[config.mk]
export PLATFORM = sky130hd
export DESIGN_NAME = seq_multiplier
export DESIGN_NICKNAME = d
export VERILOG_FILES = /design/src/rtl/mul_pkg.sv /design/src/rtl/mul_step.sv /design/src/rtl/seq_multiplier.sv
export SDC_FILE = /design/constraint.sdc
export NUM_CORES = 1
export LEC_CHECK = 0
export CAP_MARGIN = 15
export CELL_PAD_IN_SITES_DETAIL_PLACEMENT = 0
export CELL_PAD_IN_SITES_GLOBAL_PLACEMENT = 1
export CORE_AREA = 2 2 232 143
export CTS_BUF_LIST = sky130_fd_sc_hd__clkbuf_8
export CTS_CLUSTER_SIZE = 24
export DETAILED_ROUTE_END_ITERATION = 8
export DIE_AREA = 0 0 234 145
export PLACE_DENSITY = 0.93
export SYNTH_ARGS = -nofsm -noshare
export SYNTH_HDL_FRONTEND = slang
export SYNTH_SLANG_ARGS = --single-unit
[constraint.sdc]
create_clock -name clk -period 3.8 [get_ports clk]
set_input_delay 0.76 -clock clk [delete_from_list [all_inputs] [get_ports clk]]
set_output_delay 0.76 -clock clk [all_outputs]
set_load 0.05 [all_outputs]
[src/rtl/mul_pkg.sv]
// Shared definitions for the sequential multiplier and its controller.
//   WIDTH : operand width (product is 2*WIDTH bits)
//   CNT_W : iteration counter width, 2**CNT_W must exceed WIDTH
//   state_e : multiplier FSM state encoding (11 is illegal)
package mul_pkg;
  localparam int WIDTH = 64;
  localparam int CNT_W = 7;

  typedef enum logic [1:0] {
    IDLE = 2'b00,
    EXEC = 2'b01,
    DONE = 2'b10
  } state_e;
endpackage

[src/rtl/mul_step.sv]
// One shift-add iteration of the unsigned multiplier.
//   result_in_i  : current {accumulator, remaining multiplier bits}
//   mcand_i      : latched multiplicand
//   result_out_o : value after conditional add and right shift by one
module mul_step #(
  parameter int WIDTH = mul_pkg::WIDTH
) (
  input  logic [2*WIDTH-1:0] result_in_i,
  input  logic [WIDTH-1:0]   mcand_i,
  output logic [2*WIDTH-1:0] result_out_o
);
  logic [WIDTH:0] sum;

  // The extra sum bit carries into the MSB once the word shifts right.
  always_comb begin
    sum          = {1'b0, result_in_i[2*WIDTH-1:WIDTH]}
                 + (result_in_i[0] ? {1'b0, mcand_i} : {(WIDTH+1){1'b0}});
    result_out_o = {sum, result_in_i[WIDTH-1:1]};
  end
endmodule

[src/rtl/seq_multiplier.sv]
// Sequential WIDTH x WIDTH -> 2*WIDTH unsigned shift-add multiplier.
// Runs a fixed WIDTH iterations per operation, then holds the product
// and op_done until op_clear or reset.
//   clk, reset   : clock, synchronous active-high reset
//   op_start     : start request, only honoured in IDLE
//   op_clear     : abort/clear, wins over everything but reset
//   multiplicand : operand A, latched on start
//   multiplier   : operand B, latched on start (into the low result half)
//   op_done      : product valid
//   result       : product (partial while busy)
module seq_multiplier #(
  parameter int WIDTH = mul_pkg::WIDTH,
  parameter int CNT_W = mul_pkg::CNT_W
) (
  input  logic               clk,
  input  logic               reset,
  input  logic               op_start,
  input  logic               op_clear,
  input  logic [WIDTH-1:0]   multiplicand,
  input  logic [WIDTH-1:0]   multiplier,
  output logic               op_done,
  output logic [2*WIDTH-1:0] result
);
  import mul_pkg::*;

  state_e               state_q;
  logic [CNT_W-1:0]     cnt_q;
  logic [WIDTH-1:0]     mcand_q;
  logic [2*WIDTH-1:0]   result_q;
  logic [2*WIDTH-1:0]   result_d;
  logic                 done_q;

  mul_step #(.WIDTH(WIDTH)) u_step (
    .result_in_i  (result_q),
    .mcand_i      (mcand_q),
    .result_out_o (result_d)
  );

  always_ff @(posedge clk) begin
    if (reset) begin
      state_q  <= IDLE;
      cnt_q    <= '0;
      mcand_q  <= '0;
      result_q <= '0;
      done_q   <= 1'b0;
    end else if (op_clear) begin
      state_q  <= IDLE;
      cnt_q    <= '0;
      result_q <= '0;
      done_q   <= 1'b0;
    end else begin
      case (state_q)
        IDLE: begin
          if (op_start) begin
            mcand_q  <= multiplicand;
            result_q <= {{WIDTH{1'b0}}, multiplier};
            cnt_q    <= '0;
            state_q  <= EXEC;
          end
        end
        EXEC: begin
          result_q <= result_d;
          cnt_q    <= cnt_q + 1'b1;
          // Counter enters this edge at WIDTH-1: this is the last of
          // WIDTH iterations, so the product is final after this edge.
          if (cnt_q == CNT_W'(WIDTH-1)) begin
            state_q <= DONE;
            done_q  <= 1'b1;
          end
        end
        DONE: ;
        default: begin
          state_q  <= IDLE;
          cnt_q    <= '0;
          result_q <= '0;
          done_q   <= 1'b0;
        end
      endcase
    end
  end

  assign op_done = done_q;
  assign result  = result_q;
endmodule

==> flow_summary.yaml <==
run_status:
  result_of_the_run: "completed"
synth:
  synth.ff_latch_count: 202
  synth.net_count: 1865
  yosysMostFrequentCell: "nand2_1"
  ys_seq_area_frac: 0.340
  post_synth_num_cell_types: 64
  synthDominantCellAreaShare: 0.340
  synth-async-reset-ratio: 0
  post_synth_main_area_contributors: "dfxtp_1, a21oi_1, nand2_1, nor2_1, ha_1"
  netlist_instances: 1667
  ys.flop_type: "dfxtp_1"
  yosys-top-cells-count: "nand2_1, a21oi_1, nor2_1"
  syn_avg_cell_area_sq_um: 7.14
  post_synth_instance_area_sq_um: 11900
  synth-warning-count: 0
  synth_edf_count: 0
  synth_area_leader_cell: "dfxtp_1"
route:
  num_vias: 12300
  route.layer.met1.wl_mm: 20.9
  wl_mm: 40.6
  top_layer_used: "met4"
  viasPerCell: 5.35
  drt_first_iter_violations: 1047
  wire_per_inst_um: 17.6
  met3_wirelength_mm: 2.78
  met2RoutedLength_mm: 16.3
  detail_route.first_pass.iterations: 7
  drt.antenna.violating_nets: 0
  residual_drc: 0
die:
  fp.coreArea_sq_um: 31800
  floorplan.rows: 51
  floorplan.initialDensity: 0.374
  die_h_um: 145
  dieArea_sq_um: 33900
  ioPinCount: 261
  die_x_um: 234
clock_network:
  tritoncts.num_buffers: 36
  clock-sinks: 202
  post_cts_resized: 0
  ctsLongestPathBuffers: 3
  ctsHtreeMaxLevel: 2
  cts_root_buf: "clkbuf_8"
  clk_pin_slew_ns: 0.06
  clock_latency_at_the_later_pin_of_the_worst_skew_pair_ns: 0.55
  cts_hold_buffers: 0
  post-cts-setup-buffer-count: 0
  cts_tree: "built"
power_and_ir_drop:
  pwr_density_cell_nw_per_um2: 312
  power.static_leakage_nw: 6.41
  ir_worst_vdd_mv: 0.210
grt:
  grt_util_all_layers: 0.231
  grt_pass1_vias: 11300
  grt_antenna_before_repair: 0
  grt_pass1_wl_mm: 63.3
  global_route.overflow_total: 0
  largest_net_degree_at_the_start_of_global_routing: 99
final_layout:
  antenna_cells: 0
  nNetsFinal: 2059
  final_layout_size_suffix_gt1_frac: 0.0468
  fill_cells: 3150
  area.growth.synth_to_final_pct: 29.6
  postLayoutCellArea_sq_um: 15400
critical_path:
  regToRegEndpoint: "result[121]"
  worst-path-max-fanout: 12
  start_kind: "register"
  rr_worst_depth: 14
  crit-reg2reg-launch: "result[0]"
  critical_path.endpoint_type: "register"
  path_class: "register to register"
  critical_path_required_ns: 4.26
  timing.critical_path.arrival_ns: 3.99
  r2r_slack_ns: 0.27
sta:
  setup_tns_ns: 0
  post-route-min-period_ns: 3.53
  maximum_operating_frequency_mhz: 283
  timing_worst_slew_pin_value_ns: 0.762
  worst_clock_skew_ns: 0.0175
  drv_slew: 0
  finalHoldViolCount: 0
  setup_repair_after_global_routing_missed_its_margin: "no"
  relSlewSlack: 0.492
  setup-violations-final: 0
  final_min_period_over_clock_period: 0.929
min_path:
  worstHoldPathType: "register to register"
  timing.hold.worst.start: "mcand_q[22]"
  hold_path_depth: 2
  worstHoldEndpoint: "mcand_q[22]"
place:
  place_congestion: 0.960
  placed_area_sq_um: 14700
  detailedPlacementHpwl_mm: 29.0
  io_buffer_count: 260
flow_run:
  maxCapViolCount: 0
metal layers:
| layer | GRT usage | vias up |
|---|---|---|
| met1 | 0.361 | 5818 |
| met5 | 0 | - |
| met4 | 0.0427 | 0 |
| met2 | 0.326 | 384 |
| met3 | 0.0423 | 52 |
| li1 | - | 6082 |
worst max-delay path, stage by stage (launching register included):
cell and delay (ns):
dfxtp_2 0.45, and2_1 0.16, ha_1 0.17, inv_1 0.06
fa_1 0.38, nor2b_1 0.23, o31ai_1 0.14, a2111o_1 0.48
a211oi_1 0.34, nor2_1 0.10, a21oi_2 0.26, a21o_1 0.26
a21oi_1 0.10, xor2_1 0.15, o21ai_0 0.15
state kept, by name (all words and copies together) (netlist names):
register	cells
mcand_q	64
result	128
state_q	2
op_done	1
cnt_q	7
cell type report:
cell class | instances | area, sq um | share of cell area
inverter | 22 | 82.6 | 0.00535
timing repair buffer | 274 | 2730 | 0.177
tap | 424 | 531 | 0.0344
sequential | 202 | 4050 | 0.262
clock buffer | 43 | 592 | 0.0384
clock inverter | 16 | 91.3 | 0.00592
multi-input combinational | 1325 | 7350 | 0.477
cells in the final DEF (no fill, tap or decap), drive strengths merged, types with 4 or more instances in the layout:
cell,netlist,routed
o21ai,76,76
o211ai,4,4
or3,4,4
clkdlybuf4s50,0,258
xor2,26,26
nor2,262,262
buf,9,16
nand3,15,15
inv,22,33
nand2b,9,9
nor3,10,10
o31ai,6,6
a22oi,24,24
a211oi,7,7
nor2b,9,9
nand2,286,286
clkbuf,109,43
dfxtp,202,202
and4,4,4
a21oi,277,277
nand4,20,20
o21bai,9,9
and3,9,9
a31oi,14,14
ha,65,65
and2,66,66
xnor2,33,33
o21a,7,7
a21o,44,44
clkinv,0,4
worst max path at each step:
stage | startpoint | to | slack, ns
3_5_place_dp | result[0] | result[127] | 0.28
2_1_floorplan | result[0] | result[127] | 0.20
4_1_cts | result[0] | result[127] | 0.25
3_3_place_gp | result[0] | result[122] | 0.33
6_report | result[0] | result[121] | 0.27
5_1_grt | result[0] | result[127] | 0.02
stage by stage:
stage | power [mW] | std cells | hold WS (ns) | util | setup WS [ns]
detailed placement | 2.83 | 2247 | 0.445 | 0.462 | 0.278
global placement | 2.82 | 2247 | 0.443 | 0.462 | 0.326
finish | 4.81 | 2306 | 0.450 | 0.485 | 0.270
floorplan | 2.56 | 1667 | 0.432 | - | 0.204
CTS | 4.88 | 2306 | 0.453 | 0.484 | 0.252
global route | 5.03 | 2306 | 0.477 | 0.485 | 0.0219
kinds of logic after synthesis:
group | share of synthesized area
and+or+nand+nor | 0.254
AOI/OAI and AO/OA | 0.247
DFF | 0.340
buffers and inverters | 0.0453
adders and majority gates | 0.0700
xor gates and xnor gates | 0.0434
where the power goes:
part	total (mW)	internal, mW	leakage (nW)	switching (mW)
Clock	2.03	1.09	0.398	0.946
Combinational	0.563	0.241	4.37	0.322
Sequential	2.22	2.17	1.64	0.0460
Total	4.81	3.50	6.41	1.31
(Power assumes the default switching activity.)
